`src/rtl/register_pkg.sv`:
```
// ============================================================================
// Module      : register_pkg
// Description : Shared width default and even-parity helper for register.
// Revision    : 1.0 - initial release
// ============================================================================
`default_nettype none

package register_pkg;

  localparam int DEFAULT_WIDTH = 12;

  // Zero-extension to 64 bits leaves the parity of any narrower word unchanged.
  function automatic logic even_parity(input logic [63:0] data);
    return ^data;
  endfunction

endpackage

`default_nettype wire

```
`src/rtl/register_parity.sv`:
```
// ============================================================================
// Module      : register_parity
// Description : Even-parity generation for incoming data and check of stored data.
// Revision    : 1.0 - initial release
// ============================================================================
`default_nettype none

module register_parity
  import register_pkg::*;
#(
  parameter int WIDTH = DEFAULT_WIDTH
) (
  input  logic [WIDTH-1:0] data_i,
  input  logic [WIDTH-1:0] stored_data_i,
  input  logic             stored_parity_i,
  output logic             parity_o,
  output logic             mismatch_o
);

  logic [63:0] w_data_ext;
  logic [63:0] w_stored_ext;

  always_comb begin
    w_data_ext               = '0;
    w_data_ext[WIDTH-1:0]    = data_i;
    w_stored_ext             = '0;
    w_stored_ext[WIDTH-1:0]  = stored_data_i;
  end

  assign parity_o   = even_parity(w_data_ext);
  assign mismatch_o = even_parity(w_stored_ext) ^ stored_parity_i;

endmodule

`default_nettype wire

```
`src/rtl/register.sv`:
```
// ============================================================================
// Module      : register
// Description : WIDTH-bit load-enabled register with async reset; optional
//               parity protection compiled in by REGISTER_PARITY_EN.
// Revision    : 1.0 - initial release
// ============================================================================
`default_nettype none

module register
  import register_pkg::*;
#(
  parameter int               WIDTH       = DEFAULT_WIDTH,
  parameter logic [WIDTH-1:0] RESET_VALUE = '0
) (
  input  logic             clock,
  input  logic             rst,
  input  logic             writeEn,
  input  logic [WIDTH-1:0] dataIn,
`ifdef REGISTER_PARITY_EN
  output logic             parityErr,
`endif
  output logic [WIDTH-1:0] dataOut
);

  logic [WIDTH-1:0] data_q;
  logic [WIDTH-1:0] data_d;

  // Ternary keeps an unknown writeEn visible instead of silently holding.
  assign data_d  = writeEn ? dataIn : data_q;
  assign dataOut = data_q;

`ifdef REGISTER_PARITY_EN
  localparam logic RESET_PARITY = ^RESET_VALUE;

  logic parity_q;
  logic parity_d;
  logic parity_err_q;
  logic parity_err_d;
  logic w_gen_parity;
  logic w_mismatch;

  register_parity #(
    .WIDTH (WIDTH)
  ) u_parity (
    .data_i          (dataIn),
    .stored_data_i   (data_q),
    .stored_parity_i (parity_q),
    .parity_o        (w_gen_parity),
    .mismatch_o      (w_mismatch)
  );

  assign parity_d     = writeEn ? w_gen_parity : parity_q;
  assign parity_err_d = parity_err_q | w_mismatch;
  assign parityErr    = parity_err_q;

  always_ff @(posedge clock or posedge rst) begin
    if (rst) begin
      data_q       <= RESET_VALUE;
      parity_q     <= RESET_PARITY;
      parity_err_q <= 1'b0;
    end else begin
      data_q       <= data_d;
      parity_q     <= parity_d;
      parity_err_q <= parity_err_d;
    end
  end
`else
  always_ff @(posedge clock or posedge rst) begin
    if (rst) begin
      data_q <= RESET_VALUE;
    end else begin
      data_q <= data_d;
    end
  end
`endif

endmodule

`default_nettype wire

```
`config.mk`:
```
export PLATFORM = sky130hd
export DESIGN_NAME = register
export DESIGN_NICKNAME = d
export VERILOG_FILES = /design/src/rtl/register_pkg.sv /design/src/rtl/register_parity.sv /design/src/rtl/register.sv
export SDC_FILE = /design/constraint.sdc
export NUM_CORES = 1
export LEC_CHECK = 0
export ABC_AREA = 1
export CAP_MARGIN = 20
export CORE_MARGIN = 4
export CORE_UTILIZATION = 35
export DETAILED_ROUTE_END_ITERATION = 16
export HOLD_SLACK_MARGIN = 0.02
export PLACE_DENSITY_LB_ADDON = 0.3
export SKIP_LAST_GASP = 1
export SLEW_MARGIN = 25
export SYNTH_ARGS = -nofsm -noshare
export SYNTH_HDL_FRONTEND = slang
export SYNTH_HIERARCHICAL = 1
export SYNTH_SLANG_ARGS = --single-unit
```
`constraint.sdc`:
```
create_clock -name clock -period 0.8 [get_ports clock]
set_clock_uncertainty 0.05 [all_clocks]
set_input_delay 0.16 -clock clock [delete_from_list [all_inputs] [get_ports clock]]
set_output_delay 0.16 -clock clock [all_outputs]
set_load 0.02 [all_outputs]
```
Yosys cells after proc, flatten, opt, wreduce, memory -nomap -nowiden
Cells that the tools add are included.
- flip-flop bits (word level): 12
- output and inout port bits: 12
- word-level logic and storage cells: 1

Logic depth before layout (Yosys ltp)
Gate-level depths: netlist (run 1).
- word-level depth: 0
- depth in mapped cells: 4

Worst setup path before layout (run 1)
Ideal clock, no wire load.
- path kind: register to register
- start: register, netlist name dataOut[0]
- end: register data_q[0] (netlist: dataOut[0])
- library setup time: 117 ps
- arrival time: 559 ps
- required time: 633 ps
- setup slack: 74 ps
- cell stages (with the launch flop): 3
- buffers on the path: 0
- period minus slack after synthesis: 726 ps
- cells stage by stage: dfrtp_1 -> nand2_1 -> nand2_1
- RTL lines (what ; RTL line ; source):
    end signal, assigned ; register.sv:72 ; data_q <= data_d;
    end, declared ; register.sv:25 ; logic [WIDTH-1:0] data_q;

Worst setup path after layout (run 1)
- start: register data_q[0] (netlist: dataOut[0])
- end: output dataOut[0]
- RTL lines (what ; RTL line ; source):
    end, declared ; register.sv:22 ; output logic [WIDTH-1:0] dataOut
No word-level cell between the ends.

==> results of run 1 <==
timing repair:
item / 4_1_cts / 5_1_grt
hold buffers: 0 / 0
resized for setup: 74 / 5
buffers inserted: 3 / 4
setup endpoints to repair: 24 / 15
cloned: 0 / 0
pin swaps: 0 / 2
cells by family after synthesis:
| family | count (synthesis) | share of synthesized area, % |
|---|---|---|
| and+or+nand+nor | 36 | 29.3 |
| DFF | 12 | 65.0 |
| buffers and inverters | 4 | 5.69 |
metal layers:
metal	vias up	share of wire (%)	track usage, %
li1	223	-	-
met1	213	40	15.9
met2	21	51	25.0
met3	2	8.0	6.10
met4	0	0.56	5.42
met5	-	0	0
through the flow:
| step | cells | area [um2] | hold slack, ns | power, mW | worst slack (ns) |
|---|---|---|---|---|---|
| 6_report | 101 | 847 | 0.160 | 1.45 | -0.215 |
| 5_1_grt | 101 | 847 | 0.165 | 1.55 | -0.263 |
| 4_1_cts | 99 | 817 | 0.155 | 1.45 | -0.212 |
| 3_5_place_dp | 93 | 756 | 0.409 | 1.05 | -0.344 |
| 3_3_place_gp | 93 | 756 | 0.403 | 1.04 | -0.345 |
| 2_1_floorplan | 52 | 462 | -0.0253 | 0.842 | 0.0740 |
area by class of cell:
| cell class | count | area [um2] | share of cell area, % |
|---|---|---|---|
| clock buffer | 3 | 22.5 | 2.66 |
| inverter | 2 | 10.0 | 1.18 |
| multi-input combinational | 36 | 143 | 16.8 |
| sequential | 12 | 300 | 35.5 |
| tap | 14 | 17.5 | 2.07 |
| timing repair buffer | 34 | 354 | 41.8 |
worst paths after layout:
kind,startpoint,end,slack (ns)
max in group asynchronous,rst,dataOut[8]$_DFFE_PP0P_,0.43
min in group clock,writeEn,dataOut[0]$_DFFE_PP0P_,0.37
min,rst,dataOut[2]$_DFFE_PP0P_,0.16
max reg2reg,dataOut[9]$_DFFE_PP0P_,dataOut[9]$_DFFE_PP0P_,0.01
max,dataOut[0]$_DFFE_PP0P_,dataOut[0],-0.21
min reg2reg,dataOut[3]$_DFFE_PP0P_,dataOut[3]$_DFFE_PP0P_,0.45
cell usage in the layout, fill, tap and decap left out:
cell type and n:
sky130_fd_sc_hd__buf_12 1, sky130_fd_sc_hd__buf_4 5, sky130_fd_sc_hd__buf_6 14, sky130_fd_sc_hd__clkbuf_4 3, sky130_fd_sc_hd__clkdlybuf4s50_1 13, sky130_fd_sc_hd__dfrtp_1 12
sky130_fd_sc_hd__dlygate4sd2_1 1, sky130_fd_sc_hd__inv_1 1, sky130_fd_sc_hd__inv_4 1, sky130_fd_sc_hd__nand2_1 33, sky130_fd_sc_hd__nand2_2 3
power by group:
group	switching (mW)	internal, mW	leakage, nW
Clock	0.174	0.174	0.0138
Sequential	0.0388	0.661	0.146
Combinational	0.176	0.231	0.290
cells in the mapped netlist (all sizes together):
cell	count	share of area, %
inv	2	1.6
nand2	36	29
dfrtp	12	65
buf	2	4.1
worst reg2reg max path, stage by stage (launching register included):
cell	delay, ns
sky130_fd_sc_hd__dfrtp_1	0.39
sky130_fd_sc_hd__buf_4	0.13
sky130_fd_sc_hd__nand2_1	0.06
sky130_fd_sc_hd__nand2_1	0.05
==> results.md, run 1 <==
- Status: finished, violations left
- Failing checks: setup timing
- Pin count of the biggest net entering global routing: 13
- Instance count on the critical path: 1
- First-pass GRT wire length: 1.97 mm
- Inserted Clock Buffers: 3
- Ratio of final minimum period to clock period: 127%
- Mean number of vias per cell: 4.54
- Gp weighted congestion: 0.669
- Kind of critical path: register to primary output
- RSZ-0062 raised after global routing: true
- Worst skew pair latency: 0.26 ns
- Layout cells sized above 1: 31.0%
- Total I/O pin count: 27
- Clock edge transition at the registers on the reported setup and hold paths: 0.07 ns
- Count of buffer and inverter cells on the critical path: 1
- Deepest level of the CTS H-tree: 1
- Setup TNS: -2.37 ns
- Startpoint kind of the worst setup timing path: register
- TritonCTS sink count: 12
- Critical path's slowest cell: sky130_fd_sc_hd__dfrtp_1
- Arrival time at the worst endpoint: 0.80 ns
- Count of port buffers added during placement: 26
- Path depth of the worst reg2reg path: 3
- Flip-flop count of the largest register, all copies and words added: 12
- Number of global-route vias before repair: 443
- Pre-Repair DR Iteration Count: 4
- Slew HR: 89.0%
- Cell chosen for the clock root: sky130_fd_sc_hd__clkbuf_4
- Critical path capture point type: primary output
- Maximum vdd drop: 1.06 mV
- Placement Rows: 12
- Total Routing Usage GR: 14.6%
- Worst-path fanout max: 2
- Final Core Density: 72.3%
- Die Width: 44.3 um
- Least-Margin Pin Slew: 0.165 ns
- Synthesis-to-finish area growth: 83.5%
- Count of maximum capacitance violations: 0
- Final net count: 104
- CTS tree: done
- Global route overflow: 0
- Vias post-DR: 459
- Antenna cell count: 0
- Die Outline Area: 1960 um2
- Detailed Route WL: 1.26 mm
- Initial core utilization: 39.4%
- Final setup margin: -0.215 ns
- Number of library cell types mapped by synthesis: 6
- Bufs on Longest Clock Path: 2
- Wire per inst: 12.4 um
- Final setup fails: 12
- Floorplan core area: 1170 um2
- Post-detailed-placement half-perimeter wirelength: 841 um
- Post-synth design cell area: 462 um2
- Cell breakdown of the critical path: buf_6
- Count of yosys warnings during synthesis: 6
- Power density normalized to cell area: 1720 nW/um2
- Fmax achieved: 986 MHz
- Worst path top cell family by delay: flip-flops
- # fillers: 93
- Die boundary height: 44.3 um
- Synthesized net count: 67
- Endpoint required time on the critical path: 0.59 ns
- Final critical-path required period: 1.01 ns
- Residual antenna-violating net count after detailed routing: 0
- Hold crit path type: input port to async pin
- Delay of the slowest cell on the worst path: 0.40 ns
- Initial antenna violation count: 0
- Remaining design rule violation count: 0
- Post-Synthesis Cells: 52
- Number of max-slew violations in the final report: 0
- First-iteration detailed-routing DRC count: 11
- Average footprint of a synthesized cell: 8.88 um2
- Number of flip-flops and latches in the synthesized netlist: 12
- Leakage dissipation: 0.450 nW
- Final hold violation count: 0
- Proportion of synthesized chip area in sequential cells: 65.0%
No activity file was read; power rests on OpenSTA's default activity.
==> run 2: changes to the inputs <==
--- a/config.mk
+++ b/config.mk
@@ -9,6 +9,8 @@
 export CAP_MARGIN = 20
 export CORE_MARGIN = 4
 export CORE_UTILIZATION = 35
+export CTS_CLUSTER_DIAMETER = 40
+export CTS_CLUSTER_SIZE = 8
 export DETAILED_ROUTE_END_ITERATION = 16
 export HOLD_SLACK_MARGIN = 0.02
 export PLACE_DENSITY_LB_ADDON = 0.3
==> results of run 2 <==
Same layout as run 1: the final DEF is identical, and so are final timing and power.
